--- src/rtl/pulse_period_meter.sv ---
// rtl/pulse_period_meter.sv - measures clk cycles between rising edges of a slow asynchronous signal
// Optional glitch filter between synchroniser and edge detector: define PERIOD_METER_FILTER_EN.
module pulse_period_meter #(
    parameter int CNT_W          = 26,
    parameter int EXP_PERIOD     = 2_500_000,
    parameter int TOL            = 16,
    parameter int TIMEOUT_CYCLES = 50_000_000
`ifdef PERIOD_METER_FILTER_EN
    ,
    parameter int FILT_LEN       = 4
`endif
) (
    input  logic             clk,
    input  logic             reset,
    input  logic             enable,
    input  logic             sig_in,
    output logic [CNT_W-1:0] period,
    output logic             period_valid,
    output logic             in_range,
    output logic             timeout
);

    typedef enum logic [1:0] {
        IDLE       = 2'd0,
        WAIT_FIRST = 2'd1,
        MEASURE    = 2'd2
    } state_t;

    localparam logic [CNT_W-1:0] TIMEOUT_VAL = CNT_W'(TIMEOUT_CYCLES);
    localparam logic [CNT_W:0]   EXP_EXT     = (CNT_W+1)'(EXP_PERIOD);
    localparam logic [CNT_W:0]   TOL_EXT     = (CNT_W+1)'(TOL);

    state_t           state_q, state_d;
    logic             sync1_q, sync1_d;
    logic             sync2_q, sync2_d;
    logic             delay_q, delay_d;
    logic [CNT_W-1:0] cnt_q, cnt_d;
    logic [CNT_W-1:0] period_q, period_d;
    logic             valid_q, valid_d;
    logic             in_range_q, in_range_d;
    logic             timeout_q, timeout_d;

    logic             level;
    logic             edge_det;
    logic [CNT_W-1:0] cnt_next;
    logic [CNT_W:0]   cnt_ext;
    logic [CNT_W:0]   diff;

`ifdef PERIOD_METER_FILTER_EN
    localparam int FW = (FILT_LEN > 1) ? $clog2(FILT_LEN) : 1;
    logic          filt_q, filt_d;
    logic [FW-1:0] fcnt_q, fcnt_d;

    // Filtered level flips only after FILT_LEN consecutive sync2 samples disagree with it
    always_comb begin
        filt_d = filt_q;
        fcnt_d = fcnt_q;
        if (sync2_q == filt_q) begin
            fcnt_d = '0;
        end else if (fcnt_q == FW'(FILT_LEN - 1)) begin
            filt_d = sync2_q;
            fcnt_d = '0;
        end else begin
            fcnt_d = fcnt_q + FW'(1);
        end
    end

    assign level = filt_q;
`else
    assign level = sync2_q;
`endif

    assign edge_det = level & ~delay_q;

    // Next-state logic: synchroniser, saturating counter, FSM and output registers
    always_comb begin
        sync1_d    = sig_in;
        sync2_d    = sync1_q;
        delay_d    = level;
        state_d    = state_q;
        cnt_d      = cnt_q;
        period_d   = period_q;
        valid_d    = 1'b0;
        in_range_d = in_range_q;
        timeout_d  = timeout_q;

        // Edge restarts the interval at 1 so period equals cycles between edges
        if (edge_det)
            cnt_next = CNT_W'(1);
        else if (cnt_q == TIMEOUT_VAL)
            cnt_next = cnt_q;
        else
            cnt_next = cnt_q + CNT_W'(1);

        // Deviation computed one bit wider so the subtraction never wraps
        cnt_ext = {1'b0, cnt_q};
        diff    = (cnt_ext >= EXP_EXT) ? (cnt_ext - EXP_EXT) : (EXP_EXT - cnt_ext);

        if (!enable) begin
            state_d   = IDLE;
            cnt_d     = '0;
            timeout_d = 1'b0;
        end else begin
            case (state_q)
                IDLE: begin
                    cnt_d   = '0;
                    state_d = WAIT_FIRST;
                end
                WAIT_FIRST: begin
                    cnt_d = cnt_next;
                    if (edge_det)
                        state_d = MEASURE;
                    else if (cnt_q == TIMEOUT_VAL)
                        timeout_d = 1'b1;
                end
                MEASURE: begin
                    cnt_d = cnt_next;
                    if (edge_det) begin
                        period_d   = cnt_q;
                        valid_d    = 1'b1;
                        in_range_d = (diff <= TOL_EXT);
                        timeout_d  = 1'b0;
                    end else if (cnt_q == TIMEOUT_VAL) begin
                        timeout_d = 1'b1;
                        state_d   = WAIT_FIRST;
                    end
                end
                default: begin
                    state_d = IDLE;
                    cnt_d   = '0;
                end
            endcase
        end
    end

    // All state registers with asynchronous active-low reset
    always_ff @(posedge clk or negedge reset) begin
        if (!reset) begin
            state_q    <= IDLE;
            sync1_q    <= 1'b0;
            sync2_q    <= 1'b0;
            delay_q    <= 1'b0;
            cnt_q      <= '0;
            period_q   <= '0;
            valid_q    <= 1'b0;
            in_range_q <= 1'b0;
            timeout_q  <= 1'b0;
`ifdef PERIOD_METER_FILTER_EN
            filt_q     <= 1'b0;
            fcnt_q     <= '0;
`endif
        end else begin
            state_q    <= state_d;
            sync1_q    <= sync1_d;
            sync2_q    <= sync2_d;
            delay_q    <= delay_d;
            cnt_q      <= cnt_d;
            period_q   <= period_d;
            valid_q    <= valid_d;
            in_range_q <= in_range_d;
            timeout_q  <= timeout_d;
`ifdef PERIOD_METER_FILTER_EN
            filt_q     <= filt_d;
            fcnt_q     <= fcnt_d;
`endif
        end
    end

    assign period       = period_q;
    assign period_valid = valid_q;
    assign in_range     = in_range_q;
    assign timeout      = timeout_q;

endmodule

--- config.mk ---
export PLATFORM = sky130hd
export DESIGN_NAME = pulse_period_meter
export DESIGN_NICKNAME = d
export VERILOG_FILES = /design/src/rtl/pulse_period_meter.sv
export SDC_FILE = /design/constraint.sdc
export NUM_CORES = 1
export LEC_CHECK = 0
export ABC_AREA = 1
export BUFFER_PORTS_ARGS = -buffer_cell sky130_fd_sc_hd__buf_2
export CORE_MARGIN = 3
export CORE_UTILIZATION = 60
export CTS_CLUSTER_DIAMETER = 150
export DETAILED_ROUTE_END_ITERATION = 6
export PLACE_DENSITY_LB_ADDON = 0.05
export SLEW_MARGIN = 20
export SYNTH_ARGS = -nofsm -noshare
export SYNTH_HDL_FRONTEND = slang
export SYNTH_SLANG_ARGS = --single-unit
--- constraint.sdc ---
create_clock -name clk -period 3.7 [get_ports clk]
set_input_delay 0.37 -clock clk [delete_from_list [all_inputs] [get_ports clk]]
set_output_delay 0.37 -clock clk [all_outputs]
set_load 0.02 [all_outputs]
==> reports/results.ini <==
[run]
cap_violations=0

[grt]
antenna_found_initial=0
track_usage=0.366
grt_pass1_vias=4622
grt-ovfl-total=0
grt_pass1_wl_mm=24.1
grt_max_degree=37

[critical_path]
required_ns=3.97
r2r_start=state_q[0]$_DFFE_PN0P_
crit_end=cnt_q[15]$_DFFE_PN0P_
critPathArrivalTime_ns=2.98
critPathLaunchType=register
r2r_slack_ns=0.99
reg2regPathDepth=9
critPathKind=reg -> reg
critPathLaunch=state_q[0]$_DFFE_PN0P_
end_kind=register
r2r-end=cnt_q[15]$_DFFE_PN0P_
crit_fanout=17

[synth]
synthTopCellsByCount=219 x nand2_1, 81 x nor2_1, 60 x dfrtp_1, 54 x inv_1, 54 x nand3_1
syn-num-nets=709
synth-edff-count=0
avgSynthCellArea_sq_um=6.56
async_flop_share=1.00
yosysSeqAreaShare=0.329
synth_cell_types=37
synth_top_area_cell=dfrtp_1
synth_top_area_share=0.329
synth_cells=696
netlist_area_sq_um=4570
ys_top_cells_by_area=dfrtp_1 33%, nand2_1 18%, nor2_1 6.7%
ys_ff_latch=60
post-synth-top-count-cell=nand2_1
synth_top_flop_cell=dfrtp_1
yosys_warnings=0

[sta]
setup_viol=0
fin_setup_tns_ns=0
relSlewSlack=0.579
tightest_slew_ns=0.631
finalClockSkew_ns=0.00569
finalCritPeriodShare=0.732
rsz0062_at_grt=no
min_period_ns=2.71
fmax_mhz=369
finalMaxSlewViolations=0
final-hold-violation-count=0

[pwr]
power.density_nw_per_um2=325
leakage_nw=2.42
ir_drop_mv=0.187

[cts]
cts_sinks=60
clk-insertion-delay-late_ns=0.34
cts.path.max_buffers=2
htreeDepth=3
numCtsBuffers=9
hold_buffers=0
post_cts_buffers=0
cts_root_buf=clkbuf_8
clk_pin_slew_ns=0.07
cts_tree=yes
cts-resized-gates=0

[floorplan]
die-area_sq_um=8690
top_level_ports=33
dieHeight_microns=93.2
core_sq_um=7330
fp.dieW_microns=93.2
start_util=0.623
fp-row-count=31

[min_path]
min_path_type=in -> async

[final_layout]
n_antenna_cell=0
layout-drive-gt1-share=0.150
num-nets-final=735
synthToLayoutAreaGrowth_pct=7.81
fin_cells=825

[drt]
wirelength_mm=15.1
route.antenna.remaining_nets=0
drt_first_iter_violations=586
firstDrtPassIters=5
vias_per_cell=5.91
vias=4876
avgRoutedWirePerCell_microns=18.3
drc=0

[place]
gp_congestion=1.04
dp_cells=810
dp_hpwl_mm=11.8
portBuffers=32

[outcome]
status=finished clean

[cell type report]
type                            instances  area (sq um)
Multi-Input combinational cell        543          2640
Fill cell                             671          2410
Sequential cell                        60          1500
Inverter                               73           282
Timing Repair Buffer                   35           183
Clock buffer                           10           138
Tap cell                               99           124
Clock inverter                          5          52.6
[critical path, stage by stage, from the launching register on]
cell and delay, ns:
dfrtp_1 0.42, inv_1 0.10, ha_1 0.31, nor2_1 0.10
nand2_1 0.36, inv_1 0.63, nand2_1 0.25, nand3_1 0.21
o21ai_0 0.10, a21oi_1 0.15
[worst min-delay path by stage]
stage                                  to              start  cells past startpoint  slack (ns)
detailed placement      delay_d$_DFF_PN0_  sync1_q$_DFF_PN0_                      0        0.34
finish              period[4]$_DFFE_PN0P_              reset                      1        0.03
global route        period[4]$_DFFE_PN0P_              reset                      1        0.05
CTS                 period[4]$_DFFE_PN0P_              reset                      1        0.03
floorplan            cnt_q[0]$_DFFE_PN0P_              reset                      0        0.07
global placement        delay_d$_DFF_PN0_  sync1_q$_DFF_PN0_                      0        0.34
[through the flow]
step	worst slack, ns	power (mW)	cell area, sq um	hold slack [ns]	utilization
3_3_place_gp	1.13	0.989	4730	0.337	0.646
6_report	0.991	1.60	4920	0.0272	0.671
3_5_place_dp	1.10	1.01	4730	0.345	0.646
2_1_floorplan	1.69	0.905	4570	0.0744	-
5_1_grt	0.788	1.67	4920	0.0484	0.671
4_1_cts	1.07	1.60	4920	0.0334	0.671
[metal layers]
metal | wire (microns) | global-route usage | vias up
li1 | - | - | 2290
met5 | 0 | 0 | -
met4 | 697 | 0.165 | 0
met2 | 6950 | 0.584 | 294
met1 | 6100 | 0.477 | 2242
met3 | 1350 | 0.0764 | 50
[cell families (layout without fill, tap and decap cells)]
group	Yosys count	count (layout)	share of synthesized area
adders and majority gates	9	9	0.0247
and+or+nand+nor	426	426	0.418
DFF	60	60	0.329
xor gates and xnor gates	10	10	0.0192
AOI/OAI and AO/OA	98	98	0.117
buffers and inverters	93	123	0.0924
[layout by cell type (no fill, tap or decap), types with 12 or more instances in the layout]
master   instances
nand2_1        219
nor2_1          81
dfrtp_1         60
inv_1           54
nand3_1         54
o21ai_0         47
a21oi_1         34
buf_2           32
nor3_1          19
inv_2           14
nor2_2          13
nand2_2         12
[report_power, final]
group	internal, mW	switching (mW)
combinational	0.0861	0.224
clock	0.322	0.265
sequential	0.680	0.0209
total	1.09	0.510
(Power assumes the default switching activity.)
